## src/rtl/mem_block_arbiter.sv

```systemverilog
// Shares one 256-bit block memory port between the I-fetch read path and the D-cache read/write path.
// Define ARB_TIMEOUT_EN to add a watchdog that abandons a stalled access and raises sticky err.
module mem_block_arbiter #(
   parameter int STARVE_LIMIT = 4,
   parameter int TIMEOUT_CYC  = 255
) (
   input  logic         CLK,
   input  logic         RESET,
   input  logic         i_req,
   input  logic [31:0]  i_addr,
   output logic [255:0] i_rdata,
   output logic         i_done,
   input  logic         d_req,
   input  logic         d_we,
   input  logic [31:0]  d_addr,
   input  logic [255:0] d_wdata,
   output logic [255:0] d_rdata,
   output logic         d_done,
   output logic [31:0]  mem_addr,
   output logic         mem_blk_read,
   output logic         mem_blk_write,
   output logic [255:0] mem_wdata,
   input  logic [255:0] mem_rdata,
   input  logic         mem_read_valid,
   input  logic         mem_write_valid,
   output logic         busy,
   output logic         err
);
   localparam int SCW = ($clog2(STARVE_LIMIT + 1) < 3) ? 3 : $clog2(STARVE_LIMIT + 1);
   localparam logic [SCW-1:0] STARVE_MAX = SCW'(STARVE_LIMIT);

   typedef enum logic [2:0] {IDLE, I_RD, D_RD, D_WR, RESP} state_t;

   state_t         state_q, state_d;
   logic           owner_is_d_q, owner_is_d_d;
   logic [SCW-1:0] starve_q, starve_d;
   logic [31:0]    addr_q, addr_d;
   logic [255:0]   wdata_q, wdata_d;
   logic [255:0]   irdata_q, irdata_d;
   logic [255:0]   drdata_q, drdata_d;
   logic           rd_q, wr_q, idone_q, ddone_q, busy_q;
   logic           in_wait, vld_hit, force_i, tmo;

   assign in_wait = (state_q == I_RD) || (state_q == D_RD) || (state_q == D_WR);
   // Only the valid matching the strobe we are holding counts; the other one is ignored.
   assign vld_hit = (state_q == D_WR) ? mem_write_valid : (in_wait && mem_read_valid);
   assign force_i = i_req && (starve_q == STARVE_MAX);

   always_comb begin
      state_d      = state_q;
      owner_is_d_d = owner_is_d_q;
      starve_d     = starve_q;
      addr_d       = addr_q;
      wdata_d      = wdata_q;
      irdata_d     = irdata_q;
      drdata_d     = drdata_q;
      case (state_q)
         IDLE: begin
            if (d_req && !force_i) begin
               owner_is_d_d = 1'b1;
               addr_d       = d_addr;
               // A D grant with I waiting cannot occur at STARVE_MAX, so this never wraps.
               starve_d     = i_req ? starve_q + SCW'(1) : '0;
               if (d_we) begin
                  wdata_d = d_wdata;
                  state_d = D_WR;
               end else begin
                  state_d = D_RD;
               end
            end else if (i_req) begin
               owner_is_d_d = 1'b0;
               addr_d       = i_addr;
               starve_d     = '0;
               state_d      = I_RD;
            end
         end
         I_RD, D_RD, D_WR: begin
            if (vld_hit) begin
               state_d = RESP;
               if (state_q == I_RD) irdata_d = mem_rdata;
               if (state_q == D_RD) drdata_d = mem_rdata;
            end else if (tmo) begin
               state_d = RESP;
            end
         end
         default: state_d = IDLE;
      endcase
   end

   always_ff @(posedge CLK or negedge RESET) begin
      if (!RESET) begin
         state_q      <= IDLE;
         owner_is_d_q <= 1'b0;
         starve_q     <= '0;
         addr_q       <= '0;
         wdata_q      <= '0;
         irdata_q     <= '0;
         drdata_q     <= '0;
         rd_q         <= 1'b0;
         wr_q         <= 1'b0;
         idone_q      <= 1'b0;
         ddone_q      <= 1'b0;
         busy_q       <= 1'b0;
      end else begin
         state_q      <= state_d;
         owner_is_d_q <= owner_is_d_d;
         starve_q     <= starve_d;
         addr_q       <= addr_d;
         wdata_q      <= wdata_d;
         irdata_q     <= irdata_d;
         drdata_q     <= drdata_d;
         rd_q         <= (state_d == I_RD) || (state_d == D_RD);
         wr_q         <= (state_d == D_WR);
         idone_q      <= (state_d == RESP) && !owner_is_d_d;
         ddone_q      <= (state_d == RESP) && owner_is_d_d;
         busy_q       <= (state_d != IDLE);
      end
   end

`ifdef ARB_TIMEOUT_EN
   localparam int TCW = $clog2(TIMEOUT_CYC + 1);
   logic [TCW-1:0] wdog_q;
   logic           err_q;

   // wdog_q counts completed wait cycles, so the strobe stays up exactly TIMEOUT_CYC cycles.
   assign tmo = in_wait && (wdog_q == TCW'(TIMEOUT_CYC - 1));

   always_ff @(posedge CLK or negedge RESET) begin
      if (!RESET) begin
         wdog_q <= '0;
         err_q  <= 1'b0;
      end else begin
         if (state_d != state_q) wdog_q <= '0;
         else if (in_wait)       wdog_q <= wdog_q + 1'b1;
         if (tmo && !vld_hit)    err_q  <= 1'b1;
      end
   end

   assign err = err_q;
`else
   assign tmo = 1'b0;
   assign err = 1'b0;
`endif

   assign i_rdata       = irdata_q;
   assign d_rdata       = drdata_q;
   assign i_done        = idone_q;
   assign d_done        = ddone_q;
   assign mem_addr      = addr_q;
   assign mem_wdata     = wdata_q;
   assign mem_blk_read  = rd_q;
   assign mem_blk_write = wr_q;
   assign busy          = busy_q;
endmodule

```

## config.mk

```make
export PLATFORM = sky130hd
export DESIGN_NAME = mem_block_arbiter
export DESIGN_NICKNAME = d
export VERILOG_FILES = /design/src/rtl/mem_block_arbiter.sv
export SDC_FILE = /design/constraint.sdc
export NUM_CORES = 1
export LEC_CHECK = 0
export BUFFER_PORTS_ARGS = -buffer_cell sky130_fd_sc_hd__buf_2
export CORE_AREA = 2 2 546 548
export CTS_CLUSTER_DIAMETER = 120
export DETAILED_ROUTE_END_ITERATION = 6
export DIE_AREA = 0 0 548 550
export HOLD_SLACK_MARGIN = 0.05
export REMOVE_ABC_BUFFERS = 1
export SYNTH_ARGS = -nofsm -noshare
export SYNTH_HDL_FRONTEND = slang
export SYNTH_SLANG_ARGS = --single-unit
```

## constraint.sdc

```tcl
create_clock -name CLK -period 1.97 [get_ports CLK]
set_input_delay 0.0985 -clock CLK [delete_from_list [all_inputs] [get_ports CLK]]
set_output_delay 0.0985 -clock CLK [all_outputs]
set_load 0.01 [all_outputs]
```

==> impl_results.md <==
* Highest-count cells in the layout ignoring fill and taps: sky130_fd_sc_hd__buf_2, sky130_fd_sc_hd__dfrtp_1, sky130_fd_sc_hd__dlygate4sd3_1, sky130_fd_sc_hd__mux2_4, sky130_fd_sc_hd__mux2_2
* Final worst clock skew at 0.04464 ns
* Remaining max-slew budget at the tightest pin at 61.67%
* Clk sinks at 812
* Quantity of I/O buffers inserted on ports at 1387
* Worst endpoint required time at 2.63 ns
* Area contributors post-synth: sky130_fd_sc_hd__dfrtp_1, sky130_fd_sc_hd__mux2_2, sky130_fd_sc_hd__mux2_4
* Half-perimeter wire length after detailed placement at 176000 µm
* Count of placed standard cells including taps at 7176
* Clock tree buffer depth at 4
* Period minus WS final at 2.242 ns
* Multi-input logic area at 0.01125 mm²
* Total of endpoints with negative setup slack in the final report at 361
* DRC violations left at 0
* Fill cell instance count of the final layout at 31605
* H-tree lvl count at 3
* Total number of vias at 27379
* Iter 0 DRT Violations at 1814
* Pins Over Slew Limit at 0
* Area of all placed cells without fillers at 0.05845 mm²
* Number of placement rows at 200
* Share of post-route cells with drive strength above 1 at 59.18%
* Placed standard-cell area at 0.04403 mm²
* Number of global-route vias before repair at 28466
* Commonest non-fill, non-tap cell in the layout: sky130_fd_sc_hd__buf_2
* Clock latency reported for the late side of the worst-skew pair at 0.81 ns
* Maximum net fanout on the critical path at 5
* Number of nets in the layout at 4823
* Arrival time reported for the critical path endpoint at 2.91 ns
* Least setup slack across all paths after layout at -0.2716 ns
* Core ar. at 0.2955 mm²
* First-pass iteration count of the detailed router at 4
* Number of hold-slack violations in the final timing report at 0
* Violations in the final reports: setup timing
* Setup repair after global routing missed its margin: yes
* VDD IR-drop max at 0.0009149 V
* Number of instances in the synthesized netlist at 1826
* Pwr Density at 1531 mW/mm²
* Effective utilization at floorplan at 10.69%
* Outcome: complete, but fails checks
* Post-layout util at 19.78%
* Number of antenna violations at the first check in global routing at 209
* Area growth from synthesis to layout at 85.00%
* Aggregate routed wire length at 219200 µm
* Final GP Congestion at 0.9474
* Die extent in x at 548 µm
* CTS tree: yes
* Total global-route track usage at 13.54%
* Worst setup EP type: flip-flop
* Maximum operating frequency at 0.4461 GHz
* Die H at 550 µm
* Type of origin of the critical path: flip-flop
* Transition time of the tightest slew-check pin at 0.5730 ns
* Area of all sequential standard cells at 0.02032 mm²
* Cell variety after synth at 33
* Mean Syn Cell Area at 17.30 µm²
* Type of the worst min-delay path: in -> async
* Die outline area at 0.3014 mm²
* Antenna Violating Nets Remaining at 0
* CTS root buffer: sky130_fd_sc_hd__clkbuf_16
* Maximum number of pins on one net before global-route repair at 79
* Post-route fraction of the period consumed by the critical path at 113.8%
* Routed wire length per instance at 26.38 µm
* Post-synthesis sequential area ratio at 64.31%
* Final cell count without fillers at 8307
* Vias per std cell at 3.296
* Number of buffers added by the clock tree synthesis step at 98
* Leakage dissipation at 27.32 nW
* Clock slew at the register clock pins of the worst setup and hold paths at 0.06 ns
* Overflow after GRT at 0
* Yosys reg bits at 812
* Maximum capacitance violations at 0
* Number of I/O pins at 1389
* Top cell type's share of synthesized area at 64.31%
* Count of synthesis-stage warnings from yosys at 0
* Post-synthesis cell area at 0.03160 mm²
* Biggest area consumer among synthesized cells: sky130_fd_sc_hd__dfrtp_1
* Setup CP Type: reg -> reg
* Wire length of the first global-routing pass at 272800 µm
==> registers in the layout (all words and copies together), names as in the netlist <==
register       flops
d_done             1
mem_addr          32
starve_q           3
i_rdata          256
state_q            3
i_done             1
mem_blk_read       1
busy               1
mem_blk_write      1
owner_is_d_q       1
d_rdata          256
mem_wdata        256
==> power by group <==
| group | internal (mW) | switching, mW | total, mW | leakage [nW] |
|---|---|---|---|---|
| Combinational | 20.4 | 20.3 | 40.7 | 16.1 |
| Clock | 10.6 | 7.64 | 18.2 | 1.54 |
| Sequential | 25.3 | 5.33 | 30.6 | 9.69 |
| Total | 56.2 | 33.3 | 89.5 | 27.3 |
==> metrics by stage <==
step	setup slack (ns)	TNS [ns]	hold slack, ns	power, mW
finish	-0.2716	-43.20	0.09328	89.49
global route	-0.3058	-69.40	0.07416	93.60
CTS	-0.2416	-39.40	0.05003	88.37
detailed placement	-0.2980	-56.38	0.01844	65.48
global placement	-0.3565	-69.30	0.01923	64.56
floorplan	-25.31	-9654.65	-0.1971	43.01
==> worst max-delay path: stages, from the launching register on <==
cell and delay (ns):
sky130_fd_sc_hd__dfrtp_1 0.38, sky130_fd_sc_hd__inv_2 0.08, sky130_fd_sc_hd__ha_4 0.17, sky130_fd_sc_hd__buf_6 0.12, sky130_fd_sc_hd__nand3_4 0.07, sky130_fd_sc_hd__nand3_2 0.07
sky130_fd_sc_hd__nand2b_4 0.17, sky130_fd_sc_hd__buf_16 0.14, sky130_fd_sc_hd__buf_12 0.12, sky130_fd_sc_hd__buf_12 0.14, sky130_fd_sc_hd__buf_12 0.15, sky130_fd_sc_hd__buf_16 0.15
sky130_fd_sc_hd__mux2_4 0.30
==> Yosys cell counts <==
library cell,count
sky130_fd_sc_hd__dfrtp_1,812
sky130_fd_sc_hd__mux2_2,541
sky130_fd_sc_hd__mux2_4,229
sky130_fd_sc_hd__buf_2,59
sky130_fd_sc_hd__nand2_1,41
sky130_fd_sc_hd__o21ai_0,37
sky130_fd_sc_hd__mux2i_1,32
sky130_fd_sc_hd__buf_12,22
sky130_fd_sc_hd__clkbuf_1,12
sky130_fd_sc_hd__inv_1,6
sky130_fd_sc_hd__a21oi_1,5
sky130_fd_sc_hd__buf_6,5
sky130_fd_sc_hd__o21a_1,3
sky130_fd_sc_hd__a21boi_0,2
sky130_fd_sc_hd__ha_1,2
sky130_fd_sc_hd__a32o_1,1
sky130_fd_sc_hd__and2_1,1
sky130_fd_sc_hd__and3_1,1
sky130_fd_sc_hd__and4bb_2,1
sky130_fd_sc_hd__buf_4,1
sky130_fd_sc_hd__conb_1,1
sky130_fd_sc_hd__nand2b_1,1
sky130_fd_sc_hd__nand3_1,1
sky130_fd_sc_hd__nand3_2,1
sky130_fd_sc_hd__nand3b_1,1
sky130_fd_sc_hd__nand4_1,1
sky130_fd_sc_hd__nor2_1,1
sky130_fd_sc_hd__nor2b_1,1
sky130_fd_sc_hd__nor3_4,1
sky130_fd_sc_hd__nor3b_1,1
sky130_fd_sc_hd__nor4bb_1,1
sky130_fd_sc_hd__o22ai_1,1
sky130_fd_sc_hd__or3b_2,1
==> area by class of cell <==
type | count | share of cell area, %
Clock inverter | 28 | 0.6764
Inverter | 6 | 0.03853
Timing Repair Buffer | 2411 | 31.82
Multi-Input combinational cell | 909 | 19.24
Antenna cell | 64 | 0.2740
Sequential cell | 812 | 34.77
Tap cell | 3939 | 8.431
Clock buffer | 138 | 4.743
==> cells by family after synthesis <==
group,Yosys count,synth area share (%)
other,1,0.01187
AOI/OAI and AO/OA,49,0.8355
DFF,812,64.31
adders and majority gates,2,0.07919
and+or+nand+nor,55,0.8435
buffers and inverters,105,2.744
muxes,802,31.18
==> per-layer routing <==
metal | part of all wire [%] | vias to the layer above | track usage (%)
li1 | - | 11408 | -
met1 | 38 | 13653 | 15.10
met2 | 45 | 1581 | 21.70
met3 | 11 | 569 | 6.584
met4 | 5.4 | 168 | 6.045
met5 | 0.54 | - | 0.2189
==> repair_timing <==
item | 4_1_cts | 5_1_grt
buffers inserted | 42 | 24
pin swaps | 4 | 1
hold buffers | 795 | 0
cloned | 24 | 25
setup endpoints to repair | 441 | 563
gates resized for setup | 193 | 173
endpoints found under the hold margin | 1624 | 0
==> final timing paths <==
| path | endpoint | cells after the start | start | slack [ns] |
|---|---|---|---|---|
| min in group CLK | mem_wdata[155] | 3 | d_wdata[155] | 0.13 |
| worst max-delay path | mem_wdata[92] | 12 | starve_q[1] | -0.27 |
| worst min register to register | mem_addr[31] | 2 | mem_addr[31] | 0.48 |
| worst min-delay path | mem_wdata[209] | 3 | RESET | 0.09 |
| max in group asynchronous | mem_addr[16] | 3 | RESET | 0.95 |
| worst max register to register | mem_wdata[92] | 12 | starve_q[1] | -0.27 |
Power figures use the tool's default switching activity.
